[config.mk]
export PLATFORM = sky130hd
export DESIGN_NAME = pc_fetch_unit
export DESIGN_NICKNAME = d
export VERILOG_FILES = /design/src/rtl/pc_fetch_unit.sv
export SDC_FILE = /design/constraint.sdc
export NUM_CORES = 1
export LEC_CHECK = 0
export ABC_CLOCK_PERIOD_IN_PS = 3900
export CAP_MARGIN = 20
export CORE_MARGIN = 2
export CORE_UTILIZATION = 42
export CTS_CLUSTER_SIZE = 28
export DETAILED_ROUTE_END_ITERATION = 7
export PLACE_DENSITY_LB_ADDON = 0.1
export SLEW_MARGIN = 30
export SYNTH_ARGS = -nofsm -noshare
export SYNTH_HDL_FRONTEND = slang
export SYNTH_SLANG_ARGS = --single-unit
[constraint.sdc]
create_clock -name clk -period 3.9 [get_ports clk]
set_clock_uncertainty 0.2 [all_clocks]
set_input_delay 0.585 -clock clk [delete_from_list [all_inputs] [get_ports clk]]
set_output_delay 0.585 -clock clk [all_outputs]
set_load 0.005 [all_outputs]
[src/rtl/pc_fetch_unit.sv]
// Program counter and instruction-fetch sequencer: one fetch per instruction over a
// req/ack memory handshake, presented to decode over valid/ready, with timeout and halt.
module pc_fetch_unit #(
    parameter logic [31:0] RESET_PC = 32'h0000_0000,
    parameter int          TIMEOUT  = 16,
    parameter int          CNT_W    = 5
) (
    input  logic        clk,
    input  logic        reset,
    input  logic [31:0] next_pc,
    input  logic        PCWre,
    input  logic        halt,
    output logic [31:0] pc,
    output logic        imem_req,
    output logic [31:0] imem_addr,
    input  logic        imem_ack,
    input  logic [31:0] imem_rdata,
    output logic [31:0] instr,
    output logic [31:0] instr_pc,
    output logic        instr_valid,
    input  logic        instr_ready,
    output logic        halted,
    output logic        fetch_err
);

    typedef enum logic [2:0] {
        S_START,
        S_REQ,
        S_WAIT,
        S_HOLD,
        S_HALTED
    } state_t;

    // REQ is the first request cycle, so WAIT gives up one count early to keep
    // the total request length at exactly TIMEOUT cycles.
    localparam logic [CNT_W-1:0] CNT_LAST = CNT_W'(TIMEOUT - 2);

    state_t           r_state;
    logic [CNT_W-1:0] r_cnt;
    logic [31:0]      r_pc;
    logic [31:0]      r_instr;
    logic [31:0]      r_instr_pc;
    logic             r_valid;
    logic             r_req;
    logic             r_halted;
    logic             r_err;

    logic             w_accept;

    assign w_accept = r_valid & instr_ready;

    always_ff @(posedge clk or posedge reset) begin
        if (reset) begin
            r_state    <= S_START;
            r_cnt      <= '0;
            r_pc       <= RESET_PC;
            r_instr    <= '0;
            r_instr_pc <= '0;
            r_valid    <= 1'b0;
            r_req      <= 1'b0;
            r_halted   <= 1'b0;
            r_err      <= 1'b0;
        end else begin
            case (r_state)
                S_START: begin
                    r_req   <= 1'b1;
                    r_state <= S_REQ;
                end
                S_REQ: begin
                    if (imem_ack) begin
                        r_instr    <= imem_rdata;
                        r_instr_pc <= r_pc;
                        r_valid    <= 1'b1;
                        r_req      <= 1'b0;
                        r_state    <= S_HOLD;
                    end else begin
                        r_cnt   <= '0;
                        r_state <= S_WAIT;
                    end
                end
                S_WAIT: begin
                    // Timeout wins over an ack arriving in the final cycle.
                    if (r_cnt == CNT_LAST) begin
                        r_err    <= 1'b1;
                        r_req    <= 1'b0;
                        r_halted <= 1'b1;
                        r_cnt    <= '0;
                        r_state  <= S_HALTED;
                    end else if (imem_ack) begin
                        r_instr    <= imem_rdata;
                        r_instr_pc <= r_pc;
                        r_valid    <= 1'b1;
                        r_req      <= 1'b0;
                        r_cnt      <= '0;
                        r_state    <= S_HOLD;
                    end else begin
                        r_cnt <= r_cnt + CNT_W'(1);
                    end
                end
                S_HOLD: begin
                    if (w_accept) begin
                        r_valid <= 1'b0;
                        if (PCWre) begin
                            r_pc <= next_pc;
                        end
                        if (halt) begin
                            r_halted <= 1'b1;
                            r_state  <= S_HALTED;
                        end else begin
                            r_state <= S_START;
                        end
                    end
                end
                S_HALTED: begin
                    r_req   <= 1'b0;
                    r_valid <= 1'b0;
                end
                default: begin
                    r_req   <= 1'b0;
                    r_valid <= 1'b0;
                    r_state <= S_START;
                end
            endcase
        end
    end

    assign pc          = r_pc;
    assign imem_req    = r_req;
    assign imem_addr   = {r_pc[31:2], 2'b00};
    assign instr       = r_instr;
    assign instr_pc    = r_instr_pc;
    assign instr_valid = r_valid;
    assign halted      = r_halted;
    assign fetch_err   = r_err;

endmodule

==> summary.md <==
| Metric | Value |
|---|---|
| Count of port buffers added during placement | slightly below 200 |
| Number of fill cells | 825 |
| Final WL | between 9000 and 10,000 µm |
| Post-Syn Area | around 0.0045 mm² |
| Cell Chain, Critical Path | clkdlybuf4s50_1 -> and4bb_2 -> a41oi_4 -> buf_4 -> mux2_2 |
| Global-route wire length before repair | between 15,000 and 20,000 µm |
| Final period util | about 64% |
| Ys async rst share | 100.0% |
| Fin worst setup slack | around 1.4 ns |
| Initial Util | a little over two fifths |
| WP buf/inv | 2 |
| Die X | 108.0 µm |
| Actual slew at the worst max-slew pin | between 0.5 and 0.6 ns |
| IO Pins | roughly 200 |
| CP max stage cell | clkdlybuf4s50_1 |
| Hold buffers post-CTS | 0 |
| Ys Warns | 0 |
| CTS resizes | 0 |
| DRC viols | 0 |
| Clk_lat worst skew | ~0.36 ns |
| Die span in y | 108.0 µm |
| Sink Count | approximately 110 |
| CTS clk-pin slew, worst paths | ~0.10 ns |
| WL per Instance | 16.20 µm |
| Pins Over Slew Limit | 0 |
| Vias in the first global route | a little over 3,000 |
| Post-placement cell area | 0.006415 mm² |
| Post-detail-place hpwl | about 7100 µm |
| Row Count | 37 |
| CTS tree | yes |
| Crit path max-delay family | buffers and inverters |
| Min Clock Period, post-route | between 2 and 3 ns |
| Share of cells above drive strength 1 | 23.38% |
| Total Routing Usage GR | 17.28% |
| Most common cell after layout, fill and taps aside | clkdlybuf4s50_1 |
| Upper clock frequency limit | roughly 0.4 GHz |
| Worst vdd ir | 141.8 µV |
| GPL Wtd Cong | approximately 0.78 |
| CP arrival | between 2 and 3 ns |
| Total leakage power | slightly above 3 nW |
| Initial DRC count | 95 |
| Crit start category | input port |
| Routed vias | 3,018 |
| RSZ-0062 raised after global routing | false |
| CTS Buffer Depth | 2 |
| Total of max-cap violations | 0 |
| Crit path from | imem_ack |
| Area Growth Syn to Fin | 45.25% |
| Largest net degree at the start of global routing | between 60 and 70 |
| CP max stage delay | approximately 0.6 ns |
| Status | finished, final reports clean |
| Crit-path max FO | 36 |
| Final Setup Violations | 0 |
| Synth cell types | 42 |
| Post-synth EDFFs | 0 |
| Worst slew margin | 61.14% |
| Vias per cell | about 4.9 |
| Seq/Total Area, Yosys | about three fifths |
| Core ar. | roughly 0.010 mm² |
| CP required | 3.94 ns |
| Post-synthesis register bit count | roughly 110 |
| R2r startpoint | r_cnt[0]$_DFFE_PP0P_ |
| Final TNS setup | 0 ns |
| Antenna-violating nets left | 0 |
| Hold path start | halted$_DFFE_PP0P_ |
| Initial antenna violation count | 0 |
| Buffers inserted by post-CTS timing repair | 0 |
| PwrDens | ~280 mW/mm² |
| Final hold violations | 0 |
| Post-Syn Area per Cell | approximately 15 µm² |
| First drt pass iteration count | 4 |
| Commonest register cell after synthesis | dfrtp_1 |
| Num CTS Buffers | 9 |
| CP Class | in -> reg |
| Mapped Cells | approximately 310 |
| Critical Path Sink Type | flip-flop |
| Die area | about 0.012 mm² |
| ANT cells | 0 |
| H-tree levels | 3 |
| Fin Hold WS | 0.2891 ns |
| Overflow after GRT | 0 |
| Highest-count cells in the layout ignoring fill and taps | 199 x clkdlybuf4s50_1, 108 x dfrtp_1, 88 x mux2_2 |
| Clock root buffer | clkbuf_8 |
| Finished Cell Area | ~0.0066 mm² |
| Nets | 548 |
| Pre-CTS WS | 1.024 ns |
| Hold Crit Class | reg -> reg |
final timing paths:
path,slack (ns),end,cells after the start
setup / recovery,1.39,instr[4]$_DFFE_PP0P_,5
hold / removal,0.29,halted$_DFFE_PP0P_,1
setup reg to reg,1.56,instr[4]$_DFFE_PP0P_,6
hold reg to reg,0.29,halted$_DFFE_PP0P_,1
max in group asynchronous,2.30,instr_pc[1]$_DFFE_PP0P_,3
min in group asynchronous,0.44,instr[30]$_DFFE_PP0P_,2
per-layer routing:
layer / share of wire (%) / routed length, µm / GRT usage, % / vias up
li1: - / - / - / 1372
met4: 2.6 / 257 / 7.784 / 0
met1: 40 / 3953 / 20.43 / 1494
met2: 48 / 4796 / 28.35 / 134
met5: 0 / 0 / 0 / -
met3: 9.6 / 952 / 6.209 / 18
cells in the mapped netlist (2+ instances only):
cell type	count	area share [%]
dfrtp_1	108	60
mux2_2	88	22
buf_4	33	5.5
mux2_1	9	2.2
buf_6	6	1.5
inv_1	6	0.50
nand2_1	5	0.41
buf_2	4	0.44
nand3_1	4	0.44
nor2_1	3	0.25
a22o_1	2	0.39
a31oi_1	2	0.28
clkbuf_1	2	0.17
ha_1	2	0.55
nor2b_1	2	0.28
nor3b_1	2	0.33
o21ai_0	2	0.22
o21bai_1	2	0.33
metrics by stage:
step | instances | power, W | utilization (%)
after floorplan | 307 | 0.001162 | -
after global placement | 601 | 0.001237 | 61.59
after detailed placement | 601 | 0.001239 | 61.59
after CTS | 615 | 0.001892 | 63.32
after global routing | 615 | 0.001946 | 63.32
final | 615 | 0.001863 | 63.32
sequential cells by signal, indices dropped and copies added, names as in the netlist, 3 cells and up:
name and cells:
instr_pc 32, instr 32, r_state 3, r_cnt 5, pc 32
cells by family (layout without fill, tap and decap cells):
group	after synthesis	count (layout)	synth area share, %
multiplexers	97	97	24.06
AND/OR/NAND/NOR	27	27	3.996
AO/OA/AOI/OAI	18	18	3.362
XOR/XNOR	2	2	0.3859
other	1	2	0.08259
flip-flops	108	108	59.52
buffers and inverters	51	223	8.046
adder cells (fa/ha/maj)	2	2	0.5510
final cells by class:
class | count | area [µm²] | area share, %
Clock buffer | 10 | 127.6 | 1.935
Clock inverter | 4 | 52.55 | 0.7968
Inverter | 6 | 25.02 | 0.3794
Multi-Input combinational cell | 148 | 1483 | 22.48
Sequential cell | 108 | 2703 | 40.98
Tap cell | 136 | 170.2 | 2.580
Timing Repair Buffer | 203 | 2034 | 30.85
where the power goes:
part / switching, W / internal (W) / total [W]
combinational: 0.0000327 / 0.0000629 / 0.0000956
sequential: 0 / 0.00112 / 0.00112
clock: 0.000358 / 0.000290 / 0.000648
Power figures use the tool's default switching activity.
